==> config.mk <==
export PLATFORM = sky130hd
export DESIGN_NAME = mac_dot_engine
export DESIGN_NICKNAME = d
export VERILOG_FILES = /design/src/rtl/mac_dot_engine.sv
export SDC_FILE = /design/constraint.sdc
export NUM_CORES = 1
export LEC_CHECK = 0
export ABC_CLOCK_PERIOD_IN_PS = 3400
export CORE_ASPECT_RATIO = 2
export CORE_MARGIN = 1
export CORE_UTILIZATION = 45
export CTS_BUF_LIST = sky130_fd_sc_hd__clkbuf_8
export CTS_CLUSTER_SIZE = 30
export DETAILED_ROUTE_END_ITERATION = 8
export GPL_TIMING_DRIVEN = 0
export PLACE_DENSITY = 0.72
export SYNTH_ARGS = -nofsm -noshare
export SYNTH_HDL_FRONTEND = slang
export SYNTH_SLANG_ARGS = --single-unit
==> constraint.sdc <==
create_clock -name clk -period 3.4 [get_ports clk]
set_clock_uncertainty 0.2 [all_clocks]
set_input_delay 0.68 -clock clk [delete_from_list [all_inputs] [get_ports clk]]
set_output_delay 0.68 -clock clk [all_outputs]
set_load 0.01 [all_outputs]
==> src/rtl/mac_dot_engine.sv <==
// Pipelined unsigned multiply-accumulate dot-product engine with a valid/ready operand stream,
// a held result, synchronous clear, and saturating or wrapping accumulation.
//
//   state | meaning
//   ------+----------------------------------------------------------------
//   IDLE  | waiting for the first beat of a vector
//   ACCUM | accepting the remaining beats of the vector
//   WAIT  | last beat accepted; draining the product stage into acc
//   DONE  | result presented on out_data/out_ovf until the consumer takes it

module mac_dot_engine #(
    parameter int DATA_W   = 8,
    parameter int ACC_W    = 20,
    parameter int LEN_W    = 4,
    parameter bit SATURATE = 1'b1
) (
    input  logic              clk,
    input  logic              rst_n,
    input  logic              clear,
    input  logic [LEN_W-1:0]  len,
    input  logic              in_valid,
    output logic              in_ready,
    input  logic [DATA_W-1:0] a,
    input  logic [DATA_W-1:0] b,
    output logic              out_valid,
    input  logic              out_ready,
    output logic [ACC_W-1:0]  out_data,
    output logic              out_ovf,
    output logic              busy
);

    typedef enum logic [1:0] {
        IDLE  = 2'd0,
        ACCUM = 2'd1,
        WAIT  = 2'd2,
        DONE  = 2'd3
    } state_t;

    state_t state, state_nxt;

    logic [ACC_W-1:0]    acc;
    logic [LEN_W-1:0]    cnt;
    logic [LEN_W-1:0]    len_q;
    logic [LEN_W-1:0]    len_sel;
    logic [LEN_W-1:0]    len_eff;
    logic [2*DATA_W-1:0] prod_q;
    logic                prod_v;
    logic                prod_last;
    logic                ovf;
    logic                accept;
    logic                is_last;
    logic                out_fire;
    logic [ACC_W:0]      sum;

    // The first beat uses the live len input; later beats use the latched copy.
    assign len_sel  = (state == IDLE) ? len : len_q;
    assign len_eff  = (len_sel == '0) ? LEN_W'(1) : len_sel;
    assign accept   = in_valid && in_ready;
    assign is_last  = accept && (cnt == (len_eff - LEN_W'(1)));
    assign out_fire = (state == DONE) && out_ready;
    assign sum      = {1'b0, acc} + {{(ACC_W + 1 - 2*DATA_W){1'b0}}, prod_q};

    always_ff @(posedge clk or negedge rst_n) begin
        if (!rst_n) begin
            state <= IDLE;
        end else begin
            state <= state_nxt;
        end
    end

    always_comb begin
        state_nxt = state;
        if (clear) begin
            state_nxt = IDLE;
        end else begin
            case (state)
                IDLE:    if (accept) state_nxt = is_last ? WAIT : ACCUM;
                ACCUM:   if (is_last) state_nxt = WAIT;
                WAIT:    if (prod_v && prod_last) state_nxt = DONE;
                DONE:    if (out_ready) state_nxt = IDLE;
                default: state_nxt = IDLE;
            endcase
        end
    end

    always_comb begin
        in_ready  = rst_n && !clear && ((state == IDLE) || (state == ACCUM));
        out_valid = (state == DONE);
        out_data  = (state == DONE) ? acc : '0;
        out_ovf   = (state == DONE) ? ovf : 1'b0;
        busy      = (state != IDLE) || prod_v;
    end

    always_ff @(posedge clk or negedge rst_n) begin
        if (!rst_n) begin
            cnt   <= '0;
            len_q <= '0;
        end else if (clear) begin
            cnt <= '0;
        end else if (accept) begin
            cnt <= is_last ? '0 : cnt + LEN_W'(1);
            if (state == IDLE) len_q <= len;
        end
    end

    always_ff @(posedge clk or negedge rst_n) begin
        if (!rst_n) begin
            prod_q    <= '0;
            prod_v    <= 1'b0;
            prod_last <= 1'b0;
        end else if (clear) begin
            prod_v    <= 1'b0;
            prod_last <= 1'b0;
        end else begin
            if (accept) prod_q <= a * b;
            prod_v    <= accept;
            prod_last <= is_last;
        end
    end

    // Saturation clamps to all-ones, so a saturated acc stays all-ones on every later add.
    always_ff @(posedge clk or negedge rst_n) begin
        if (!rst_n) begin
            acc <= '0;
            ovf <= 1'b0;
        end else if (clear || out_fire) begin
            acc <= '0;
            ovf <= 1'b0;
        end else if (prod_v) begin
            if (sum[ACC_W]) begin
                ovf <= 1'b1;
                acc <= SATURATE ? {ACC_W{1'b1}} : sum[ACC_W-1:0];
            end else begin
                acc <= sum[ACC_W-1:0];
            end
        end
    end

endmodule

==> key figures <==
Outcome
  – Failing checks: setup timing
  – Outcome: finished with violations

Die
  – Effective utilization at floorplan: between 40% and 50%
  – DIE WIDTH: 78.7 um
  – Num ports: 49
  – CORE AREA: 11,400 sq um
  – Row count: 55
  – Die Y: 155 um
  – Die area: 12,200 sq um

STA
  – Minimum clock period: roughly 4.4 ns
  – Slew Viols, Final: 0
  – Slew @ Worst Pin: 0.571 ns
  – FMAX: 228 MHz
  – Post-layout worst setup margin: -0.979 ns
  – Hold Fails Final Rpt: 0
  – Max_slew headroom: about three fifths
  – TNS Setup: -6.71 ns
  – Period utilization: 129%
  – RSZ-0062 raised after global routing: yes
  – # setup viols final: 10

CTS
  – CTS Sinks: 49
  – TritonCTS clock tree: yes
  – CTS clock-pin slew for the worst setup and hold paths: approximately 0.10 ns
  – CTS buffer count: 5
  – Hold_buf cts: 0
  – Max Root-Sink Buffers: 2
  – H-tree depth: 2
  – Root buffer selected by CTS: clkbuf_8
  – Clock Latency Late Sink: 0.32 ns

Placed design
  – Port Buf Inserts: 48
  – RePlAce Congestion: just under 0.9
  – Dpl ws: -1.95 ns
  – DP Cell Count: between 700 and 800
  – Hpwl dp: 10,000 um

Drt
  – Drc violations: 0
  – Routed vias: roughly 4,500
  – Drt total wl: about 13,000 um
  – Remaining antenna violation count: 0
  – Wire per inst: about 15 um
  – Iteration-0 DRC Markers: 157
  – Drt first pass iters: 4
  – Vias per cell: 5.63

Setup path
  – CP Class: input port to flop
  – Reg-to-reg critical path endpoint: state[0]
  – CP most frequent cell: fa_1
  – Max incr delay on CP: roughly 0.56 ns
  – CP Capture Type: flop
  – Buffers and inverters on the worst path: 4
  – Critical Path RT: 3.40 ns
  – CP delay by family, top: adder cells
  – Crit path DAT: around 4.4 ns
  – Worst-path cell chain: buf_6, and2_4, fa_1, fa_1, fa_1, inv_1, fa_1, inv_2, ha_4, or3_4, o32ai_4, buf_4, o21ai_2, xnor2_1, o21ai_1
  – FF-to-FF path depth: 11
  – Worst r2r src: state[0]
  – CP Launch Type: input port
  – Crit path max fanout: 8
  – Crit path depth: 15
  – Critical path's slowest cell: fa_1
  – R2R Setup Slk: 0.29 ns

Worst hold path
  – Hold WC Path Type: input port to asynchronous set/reset pin

Power and ir drop
  – Pwr dens: 539 nW/um^2
  – Pwr Total: around 3500 uW
  – IR drop worst, VDD: 0.236 mV
  – Leakage: about 0.0030 uW

Global route
  – Initial antenna violation count: 0
  – Total GRT Usage: 22.2%
  – GR Overflow Total: 0
  – Global-route wire length before repair: roughly 22,000 um
  – Largest net degree at the start of global routing: 35
  – Vias in the first global route: between 4,000 and 5,000

Yosys
  – Post-synthesis cell type count: 60
  – Synth warn: 0
  – Largest family of logic cells by synthesized area: adder cells
  – Synthesized area per cell: 8.87 sq um
  – Top FF cell, synth: dfrtp_1
  – Syn Std Cell Area: 5290 sq um
  – Number of synthesized flops with an enable pin: 0
  – FF+latch count, synth: between 40 and 50
  – Post-synthesis mux area share: 2.15%
  – Synth Area in XOR/XNOR: ~3.8%
  – Sequential element share of the synthesized area: 23.2%
  – Simple-Gate Fraction of Synth Area: 20.0%
  – Post-Syn Instances: 596
  – Synth async-reset ratio: 100%
  – Post-Synth Adder-Cell Area: 27.7%
  – Synthesized net count: 716
  – Compound-Gate Fraction of Synth Area: 17.5%

Layout
  – Fin util: about 57%
  – Fin cells: 807
  – Nets: slightly below 800
  – Fraction of layout cells with a size suffix above 1: between 10% and 20%
  – Area Growth Syn to Fin: 22.0%
  – # fillers: 1,020
  – Diode count: 0

Flow run
  – Number of max-cap violations: 0
-- power breakdown --
part	internal [uW]	leakage, uW	switching, uW
logic	1080	0.00234	1210
clock network	142	0.0000416	208
registers	721	0.000648	116
-- flip-flops by register name, indices dropped and copies added, names as in the netlist --
name and flops:
acc 20, prod_q 16, cnt 4, len_q 4
state 2, ovf 1, prod_last 1, prod_v 1
-- how the worst max path moves through the flow --
| stage | startpoint | to |
|---|---|---|
| floorplan | a[3] | prod_q[15] |
| global placement | a[2] | prod_q[15] |
| CTS | a[6] | prod_q[15] |
| global route | a[4] | prod_q[13] |
| detailed placement | b[5] | prod_q[15] |
| finish | a[3] | prod_q[13] |
-- per-layer routing --
metal | vias up | share of wire (%) | global-route usage, %
li1 | 2179 | - | -
met1 | 2250 | 35 | 21.5
met2 | 88 | 60 | 44.8
met3 | 24 | 1.9 | 1.58
met4 | 0 | 3.4 | 10.9
met5 | - | 0 | 0
-- cell usage in the layout, fill, tap and decap left out, drive strengths merged, types with 3 or more instances in the layout --
cell           synthesis  final
o21a                  14     14
mux2i                  8      8
nor2b                  5      5
o311ai                 4      4
clkbuf                 9     15
a31oi                 11     11
mux2                   3      3
nand4                  5      5
nand3                 15     15
o21ai                 40     40
o211ai                 3      3
dfrtp                 49     49
buf                    4     31
nor2                  23     23
and3                   3      3
nor3                   7      7
a211oi                 7      7
inv                   63     64
and2                  74     74
a21oi                 32     32
o21bai                 5      5
nand2                 55     55
xnor2                 13     13
clkdlybuf4s50          0     31
fa                    37     37
xor2                   9      9
ha                    58     58
o31ai                  5      5
a21o                   7      7
-- cells by family after synthesis --
group,Yosys count
compound gates,143
xor+xnor,22
fa+ha+maj,95
buf+inv,76
flops,49
mux,11
simple gates,200
-- cell usage after synthesis, types with 2 or more instances --
| cell type | n | area, sq um |
|---|---|---|
| o311ai_0 | 2 | 17.5 |
| o21ai_0 | 40 | 200 |
| a211oi_1 | 7 | 52.6 |
| a22o_1 | 2 | 17.5 |
| o31ai_1 | 5 | 37.5 |
| nand2b_1 | 2 | 12.5 |
| mux2_2 | 3 | 33.8 |
| nand4_1 | 4 | 25.0 |
| nand3_1 | 15 | 75.1 |
| or3_1 | 2 | 12.5 |
| o21a_1 | 14 | 105 |
| nor3_1 | 7 | 35.0 |
| xnor2_1 | 12 | 105 |
| a21oi_1 | 32 | 160 |
| dfrtp_1 | 49 | 1230 |
| or2b_1 | 2 | 15.0 |
| fa_1 | 37 | 741 |
| xor2_1 | 9 | 78.8 |
| and3_1 | 3 | 18.8 |
| o21bai_1 | 5 | 37.5 |
| nor2_1 | 22 | 82.6 |
| clkbuf_1 | 9 | 33.8 |
| and2_1 | 74 | 463 |
| mux2i_1 | 8 | 80.1 |
| ha_1 | 58 | 726 |
| nand2_2 | 2 | 12.5 |
| nand2_1 | 53 | 199 |
| nor2b_1 | 5 | 31.3 |
| nor4_1 | 2 | 12.5 |
| inv_1 | 62 | 233 |
| o32ai_1 | 2 | 17.5 |
| a21o_1 | 7 | 52.6 |
| a31oi_1 | 11 | 68.8 |
| o211ai_1 | 3 | 22.5 |
-- cell type report --
type                    instances  area, sq um  area share, %
well taps                     142          178           2.75
inverters                      63          236           3.67
repair buffers                 61          646           10.0
clock inverters                 3         18.8          0.291
plain buffers                  13         62.6          0.970
flip-flops and latches         49         1230           19.0
clock buffers                   5         68.8           1.07
multi-input cells             471         4020           62.2
-- through the flow --
stage | hold slack [ns] | cell area [sq um]
4_1_cts | 0.0832 | 6340
6_report | 0.0751 | 6450
3_3_place_gp | 0.262 | 6020
5_1_grt | 0.0925 | 6450
2_1_floorplan | 0.184 | 5360
3_5_place_dp | 0.277 | 6040
-- what timing repair did --
item	4_1_cts	5_1_grt
gates resized for setup	123	26
endpoints found under the setup margin	12	13
pin swaps	38	24
setup buffers	9	3
No activity file was read; power rests on OpenSTA's default activity.
